**src/rtl/switch_mc_if.sv**
```systemverilog
// Handshake and bus bundle for switch_mc: table write port, packet offer, per-port outputs.
interface switch_mc_if #(
  parameter int unsigned NUM_OF_PORTS     = 4,
  parameter int unsigned PORT_ADDR_LENGTH = 4,
  parameter int unsigned DATA_WIDTH       = 8
);
  localparam int unsigned IdxW = (NUM_OF_PORTS > 1) ? $clog2(NUM_OF_PORTS) : 1;

  logic [IdxW-1:0]                     mem_port_index;
  logic [PORT_ADDR_LENGTH-1:0]         port_address;
  logic                                mem_write;
  logic [PORT_ADDR_LENGTH-1:0]         packet_addr;
  logic [DATA_WIDTH-1:0]               packet_data;
  logic                                packet_send_req;
  logic                                packet_ready;
  logic                                packet_finished;
  logic                                packet_dropped;
  logic [15:0]                         drop_count;
  logic [NUM_OF_PORTS-1:0]             port_req;
  logic [NUM_OF_PORTS*DATA_WIDTH-1:0]  port_data;
  logic [NUM_OF_PORTS-1:0]             port_received;

  modport master (
    output mem_port_index, port_address, mem_write,
    output packet_addr, packet_data, packet_send_req, port_received,
    input  packet_ready, packet_finished, packet_dropped, drop_count, port_req, port_data
  );

  modport slave (
    input  mem_port_index, port_address, mem_write,
    input  packet_addr, packet_data, packet_send_req, port_received,
    output packet_ready, packet_finished, packet_dropped, drop_count, port_req, port_data
  );
endinterface

```
**src/rtl/switch_mc.sv**
```systemverilog
// Multicast switch: address-table lookup fans each accepted word into every matching
// output FIFO atomically; unmatched words are dropped and counted.
module switch_mc #(
  parameter int unsigned NUM_OF_PORTS     = 4,
  parameter int unsigned PORT_ADDR_LENGTH = 4,
  parameter int unsigned DATA_WIDTH       = 8,
  parameter int unsigned FIFO_DEPTH       = 4
) (
  input logic        clk,
  input logic        reset,
  switch_mc_if.slave bus
);
  localparam int unsigned PtrW = (FIFO_DEPTH > 1) ? $clog2(FIFO_DEPTH) : 1;
  localparam int unsigned CntW = PtrW + 1;

  logic [PORT_ADDR_LENGTH-1:0] table_q [NUM_OF_PORTS];
  logic [DATA_WIDTH-1:0]       mem_q   [NUM_OF_PORTS][FIFO_DEPTH];
  logic [PtrW-1:0]             rd_ptr_q[NUM_OF_PORTS];
  logic [PtrW-1:0]             wr_ptr_q[NUM_OF_PORTS];
  logic [CntW-1:0]             count_q [NUM_OF_PORTS];

  logic [NUM_OF_PORTS-1:0] mask, full, empty, push, pop;
  logic                    accept;
  logic                    finished_q, dropped_q;
  logic [15:0]             drop_count_q;

  always_comb begin
    mask  = '0;
    full  = '0;
    empty = '0;
    for (int i = 0; i < NUM_OF_PORTS; i++) begin
      mask[i]  = (bus.packet_addr == '1) || (table_q[i] == bus.packet_addr);
      full[i]  = (count_q[i] == CntW'(FIFO_DEPTH));
      empty[i] = (count_q[i] == '0);
    end
  end

  // Ready ignores pops in the same cycle, so a full targeted FIFO always blocks.
  assign bus.packet_ready = ~|(mask & full);
  assign accept           = bus.packet_send_req & bus.packet_ready;
  assign push             = mask & {NUM_OF_PORTS{accept}};
  assign pop              = bus.port_received & ~empty;

  always_ff @(posedge clk or posedge reset) begin
    if (reset) begin
      for (int i = 0; i < NUM_OF_PORTS; i++) begin
        table_q[i] <= PORT_ADDR_LENGTH'(i);
      end
    end else if (bus.mem_write) begin
      table_q[bus.mem_port_index] <= bus.port_address;
    end
  end

  always_ff @(posedge clk or posedge reset) begin
    if (reset) begin
      for (int i = 0; i < NUM_OF_PORTS; i++) begin
        rd_ptr_q[i] <= '0;
        wr_ptr_q[i] <= '0;
        count_q[i]  <= '0;
      end
    end else begin
      for (int i = 0; i < NUM_OF_PORTS; i++) begin
        if (push[i]) wr_ptr_q[i] <= wr_ptr_q[i] + PtrW'(1);
        if (pop[i])  rd_ptr_q[i] <= rd_ptr_q[i] + PtrW'(1);
        case ({push[i], pop[i]})
          2'b10:   count_q[i] <= count_q[i] + CntW'(1);
          2'b01:   count_q[i] <= count_q[i] - CntW'(1);
          default: count_q[i] <= count_q[i];
        endcase
      end
    end
  end

  always_ff @(posedge clk) begin
    for (int i = 0; i < NUM_OF_PORTS; i++) begin
      if (push[i]) mem_q[i][wr_ptr_q[i]] <= bus.packet_data;
    end
  end

  always_ff @(posedge clk or posedge reset) begin
    if (reset) begin
      finished_q   <= 1'b0;
      dropped_q    <= 1'b0;
      drop_count_q <= '0;
    end else begin
      finished_q <= accept & (|mask);
      dropped_q  <= accept & ~(|mask);
      if (accept && !(|mask) && drop_count_q != 16'hFFFF) begin
        drop_count_q <= drop_count_q + 16'd1;
      end
    end
  end

  always_comb begin
    bus.port_data = '0;
    for (int i = 0; i < NUM_OF_PORTS; i++) begin
      bus.port_data[i*DATA_WIDTH +: DATA_WIDTH] = mem_q[i][rd_ptr_q[i]];
    end
  end

  assign bus.port_req        = ~empty;
  assign bus.packet_finished = finished_q;
  assign bus.packet_dropped  = dropped_q;
  assign bus.drop_count      = drop_count_q;
endmodule

```
**src/flat_wrapper.sv**
```systemverilog
// flat-port wrapper written by rule: the top's interface ports become plain ports
module switch_mc_flat 
#(
  parameter int unsigned NUM_OF_PORTS     = 4,
  parameter int unsigned PORT_ADDR_LENGTH = 4,
  parameter int unsigned DATA_WIDTH       = 8,
  parameter int unsigned FIFO_DEPTH       = 4
)
  (clk, reset, bus_mem_port_index, bus_port_address, bus_mem_write, bus_packet_addr, bus_packet_data, bus_packet_send_req, bus_port_received, bus_packet_ready, bus_packet_finished, bus_packet_dropped, bus_drop_count, bus_port_req, bus_port_data);
  switch_mc_if #(.NUM_OF_PORTS(NUM_OF_PORTS), .PORT_ADDR_LENGTH(PORT_ADDR_LENGTH), .DATA_WIDTH(DATA_WIDTH)) bus_i ();
  input logic clk;
  input logic reset;
  input wire logic [$bits(bus_i.mem_port_index)-1:0] bus_mem_port_index;
  input wire logic [$bits(bus_i.port_address)-1:0] bus_port_address;
  input wire logic [$bits(bus_i.mem_write)-1:0] bus_mem_write;
  input wire logic [$bits(bus_i.packet_addr)-1:0] bus_packet_addr;
  input wire logic [$bits(bus_i.packet_data)-1:0] bus_packet_data;
  input wire logic [$bits(bus_i.packet_send_req)-1:0] bus_packet_send_req;
  input wire logic [$bits(bus_i.port_received)-1:0] bus_port_received;
  output wire logic [$bits(bus_i.packet_ready)-1:0] bus_packet_ready;
  output wire logic [$bits(bus_i.packet_finished)-1:0] bus_packet_finished;
  output wire logic [$bits(bus_i.packet_dropped)-1:0] bus_packet_dropped;
  output wire logic [$bits(bus_i.drop_count)-1:0] bus_drop_count;
  output wire logic [$bits(bus_i.port_req)-1:0] bus_port_req;
  output wire logic [$bits(bus_i.port_data)-1:0] bus_port_data;
  assign bus_i.mem_port_index = bus_mem_port_index;
  assign bus_i.port_address = bus_port_address;
  assign bus_i.mem_write = bus_mem_write;
  assign bus_i.packet_addr = bus_packet_addr;
  assign bus_i.packet_data = bus_packet_data;
  assign bus_i.packet_send_req = bus_packet_send_req;
  assign bus_i.port_received = bus_port_received;
  assign bus_packet_ready = bus_i.packet_ready;
  assign bus_packet_finished = bus_i.packet_finished;
  assign bus_packet_dropped = bus_i.packet_dropped;
  assign bus_drop_count = bus_i.drop_count;
  assign bus_port_req = bus_i.port_req;
  assign bus_port_data = bus_i.port_data;
  switch_mc #(.NUM_OF_PORTS(NUM_OF_PORTS), .PORT_ADDR_LENGTH(PORT_ADDR_LENGTH), .DATA_WIDTH(DATA_WIDTH), .FIFO_DEPTH(FIFO_DEPTH)) u_core (.clk(clk), .reset(reset), .bus(bus_i));
endmodule
```
**config.mk**
```make
export PLATFORM = sky130hd
export DESIGN_NAME = switch_mc_flat
export DESIGN_NICKNAME = d
export VERILOG_FILES = /design/src/rtl/switch_mc_if.sv /design/src/rtl/switch_mc.sv /design/src/flat_wrapper.sv
export SDC_FILE = /design/constraint.sdc
export NUM_CORES = 1
export LEC_CHECK = 0
export BUFFER_PORTS_ARGS = -buffer_cell sky130_fd_sc_hd__buf_4
export CORE_MARGIN = 2
export CORE_UTILIZATION = 53
export DETAILED_ROUTE_END_ITERATION = 10
export GPL_TIMING_DRIVEN = 0
export PLACE_DENSITY = 0.74
export SYNTH_ARGS = -nofsm -noshare
export SYNTH_HDL_FRONTEND = slang
export SYNTH_SLANG_ARGS = --single-unit
```
**constraint.sdc**
```tcl
create_clock -name clk -period 2.6 [get_ports clk]
set_input_delay 0.52 -clock clk [delete_from_list [all_inputs] [get_ports clk]]
set_output_delay 0.52 -clock clk [all_outputs]
set_load 0.02 [all_outputs]
```
==> flow_metrics.py <==
metrics = {
    "outcome": {
        "status": "finished with violations",
        "violations": "setup timing",
    },
    "placement": {
        "dp_slack_ps": -653,
        "port-buffer-count": 76,
        "hpwl_mm": 9.65,
        "place_congestion": 0.791,
    },
    "timing": {
        "final_max_slew_viol_count": 0,
        "finalCriticalPeriod_ps": 2710,
        "worst_slew_pin_slew_ps": 824,
        "rsz0062_at_grt": "yes",
        "finClkSkew_ps": 10.8,
        "finalHoldViolCount": 0,
        "relSlewSlack_pct": 45.0,
        "fmax_mhz": 369,
        "setup_viol": 8,
        "fin_crit_sh_pct": 104,
        "setup_slack_ps": -112,
        "fin_hold_ws_ps": 262,
    },
    "synthesis": {
        "yosysTopAreaCell": "edfxtp_1",
        "syn-cell-area_mm2": 0.00796,
        "synth_top_area_share_pct": 48.3,
        "synthTopCellsByArea": "edfxtp_1 48%, dfrtp_1 18%, mux4_2 9.1%",
        "syn-num-nets": 507,
        "yosysWarnings": 0,
        "ys_ff_latch": 190,
        "ys_types": 35,
        "synth_area_per_cell_um2": 17.5,
        "seq_area_frac_synth_pct": 67.9,
        "async_flop_share_pct": 32.6,
        "synth-edff-count": 128,
        "ys.flop_type": "edfxtp_1",
        "netlist_instances": 456,
    },
    "drt": {
        "drc": 0,
        "routed_via_density": 5.48,
        "drtPass1Iterations": 4,
        "drt_wl_total_mm": 14.6,
        "avgRoutedWirePerCell_um": 19.1,
        "drt_iter0_drc": 280,
        "vias": 4175,
        "ant_nets": 0,
    },
    "power_and_ir_drop": {
        "total_leakage_power_nw": 3.75,
        "power_frac_seq_pct": 41.1,
        "switching_power_mw": 3.06,
        "p_clk_share_pct": 27.4,
        "intPower_mw": 6.87,
        "power.density_mw_per_mm2": 1020,
        "power_mw": 9.93,
        "swShare_pct": 30.9,
        "ir_drop_uv": 751,
        "pwr-share-comb_pct": 31.5,
    },
    "layout": {
        "regArea_mm2": 0.00540,
        "syn_to_final_growth_pct": 21.8,
        "fin_nets": 616,
        "fillers": 970,
        "multi_input_area_mm2": 0.00252,
        "antenna_cells": 0,
        "drive_gt1_share_pct": 40.1,
    },
    "die": {
        "die_w_um": 127,
        "die-area_mm2": 0.0160,
        "die_h_um": 127,
        "core_mm2": 0.0146,
        "std_cell_rows": 44,
        "initial_core_util_pct": 54.6,
        "io_pins": 81,
    },
    "worst_setup_path": {
        "crit_arrival_ps": 3050,
        "r2r_slack_ps": -110,
        "start_kind": "register",
        "cp.required_ps": 2940,
        "worstReg2RegStart": "u_core.table_q[8]",
        "cp_max_fo": 5,
        "setup.worst_path.class": "reg2reg",
        "r2r-end": "u_core.count_q[5]",
        "cp-end-kind": "register",
        "reg2reg_depth": 13,
    },
    "run": {
        "cap_violations": 0,
    },
    "grt": {
        "antenna_found_initial": 0,
        "grt_max_degree": 39,
        "use_met1_pct": 25.0,
        "grt_usage_pct": 19.0,
        "top_usage_layer": "met2",
        "grt_pass1_vias": 4386,
        "gr-total-overflow": 0,
        "groute.layer.met2.usage_pct": 30.4,
        "met3_usage_pct": 6.03,
        "grt_pass1_wl_mm": 22.9,
    },
    "clock_tree": {
        "cts_tree": "yes",
        "cts-root-buf": "clkbuf_16",
        "cts_buffers": 17,
        "clock_latency_ps": 430,
        "h-tree-depth": 4,
        "cts_sinks": 190,
        "cts.path.max_buffers": 2,
        "path_clk_slew_ps": 60,
    },
    "worst_hold_path": {
        "hp-class": "in2async",
    },
}
[per-stage QoR]
step	utilization (%)	TNS [ps]	std cells	instance area [µm²]
after floorplan	-	-917	456	7970
after global placement	60.1	-64290	716	8770
after detailed placement	60.3	-55440	717	8790
after CTS	65.9	-136	759	9610
after global routing	66.4	-1120	762	9690
final	66.4	-419	762	9690
[cell type report]
class | count | share of cell area (%)
Timing Repair Buffer | 94 | 7.45
Multi-Input combinational cell | 224 | 26.0
Tap cell | 184 | 2.38
Sequential cell | 190 | 55.7
Clock inverter | 11 | 1.69
Inverter | 26 | 1.01
Clock buffer | 21 | 4.75
Buffer | 12 | 0.981
[power by group through the flow]
stage	Combinational (mW)	Clock, mW	Sequential (mW)
finish	3.13	2.72	4.08
global route	3.39	2.89	4.15
CTS	3.10	2.76	4.09
detailed placement	3.16	0	3.97
global placement	3.02	0	3.94
floorplan	2.09	0	3.97
[cells by family after synthesis]
kind of cell             count (synthesis)  synth area share (%)
flip-flops                             190                  67.9
multiplexers                            56                  12.4
AND/OR/NAND/NOR                         82                  6.15
adder cells (fa/ha/maj)                 25                  4.31
XOR/XNOR                                55                  6.05
AO/OA/AOI/OAI                            6                 0.629
buffers and inverters                   42                  2.61
[cell usage after synthesis, types with 2 or more instances]
master and instances:
and2_1 23, and3_1 7, buf_1 4, buf_6 4, clkbuf_1 6, dfrtp_1 58
dfstp_2 4, edfxtp_1 128, fa_1 4, ha_1 21, inv_1 26, mux2_1 4
mux2_2 17, mux2i_1 3, mux4_2 32, nand2_1 8, nand3_1 8, nand3_2 2
nand3b_1 2, nand4_1 10, nor2_1 7, nor2b_2 4, nor4_1 3, o41ai_1 4
or3_1 4, xnor2_1 25, xor2_1 30
[state kept, by name (all words and copies together), names as in the netlist]
name / count
u_core.mem_q: 128
u_core.bus.drop_count: 16
u_core.table_q: 16
u_core.count_q: 12
u_core.rd_ptr_q: 8
u_core.wr_ptr_q: 8
u_core.bus.packet_dropped: 1
u_core.bus.packet_finished: 1
[critical path: stages, from the launching register on]
cell and delay [ps]:
dfstp_2 550, xor2_2 80, o41ai_2 430, a222oi_1 170
buf_4 170, nand3_4 150, nor2b_4 60, inv_2 60
ha_4 130, inv_2 40, fa_2 350, xor2_1 140
nor2_1 110, xor2_1 180
[worst max-delay path by stage]
stage	startpoint	endpoint	slack (ps)
after global placement	bus_packet_addr[3]	u_core.count_q[5]	-560
after global routing	u_core.table_q[8]	u_core.count_q[5]	-170
after floorplan	bus_packet_addr[1]	u_core.count_q[5]	-140
after CTS	u_core.table_q[6]	u_core.count_q[5]	-60
final	u_core.table_q[8]	u_core.count_q[5]	-110
after detailed placement	bus_packet_addr[3]	u_core.count_q[5]	-650
[layer usage]
layer	share of wire (%)	up-vias	wire length, µm
li1	-	1899	-
met1	41	2126	5990
met2	50	134	7310
met3	7.4	16	1070
met4	1.2	0	180
met5	0	-	0
[what timing repair did]
action | 4_1_cts | 5_1_grt
endpoints found under the setup margin | 173 | 146
cloned | 0 | 0
setup buffers | 14 | 4
hold buffers | 0 | 0
gates resized for setup | 25 | 25
pin swaps | 20 | 10
[layout by cell type (no fill, tap or decap), drive strengths merged]
| cell type | n |
|---|---|
| bufinv | 4 |
| nor3b | 1 |
| and2 | 24 |
| clkinvlp | 2 |
| mux2i | 3 |
| dfrtp | 58 |
| nand3b | 2 |
| o41ai | 4 |
| nor2b | 4 |
| ha | 21 |
| and4 | 1 |
| dfstp | 4 |
| and3 | 7 |
| mux4 | 32 |
| o21ai | 1 |
| edfxtp | 128 |
| or3 | 4 |
| mux2 | 21 |
| inv | 27 |
| nand3 | 10 |
| nor2 | 7 |
| buf | 104 |
| nor4 | 3 |
| nand4 | 10 |
| fa | 4 |
| clkbuf | 23 |
| nand2 | 8 |
| a222oi | 1 |
| nor3 | 1 |
| xnor2 | 25 |
| xor2 | 30 |
| clkinv | 4 |
(Power assumes the default switching activity.)
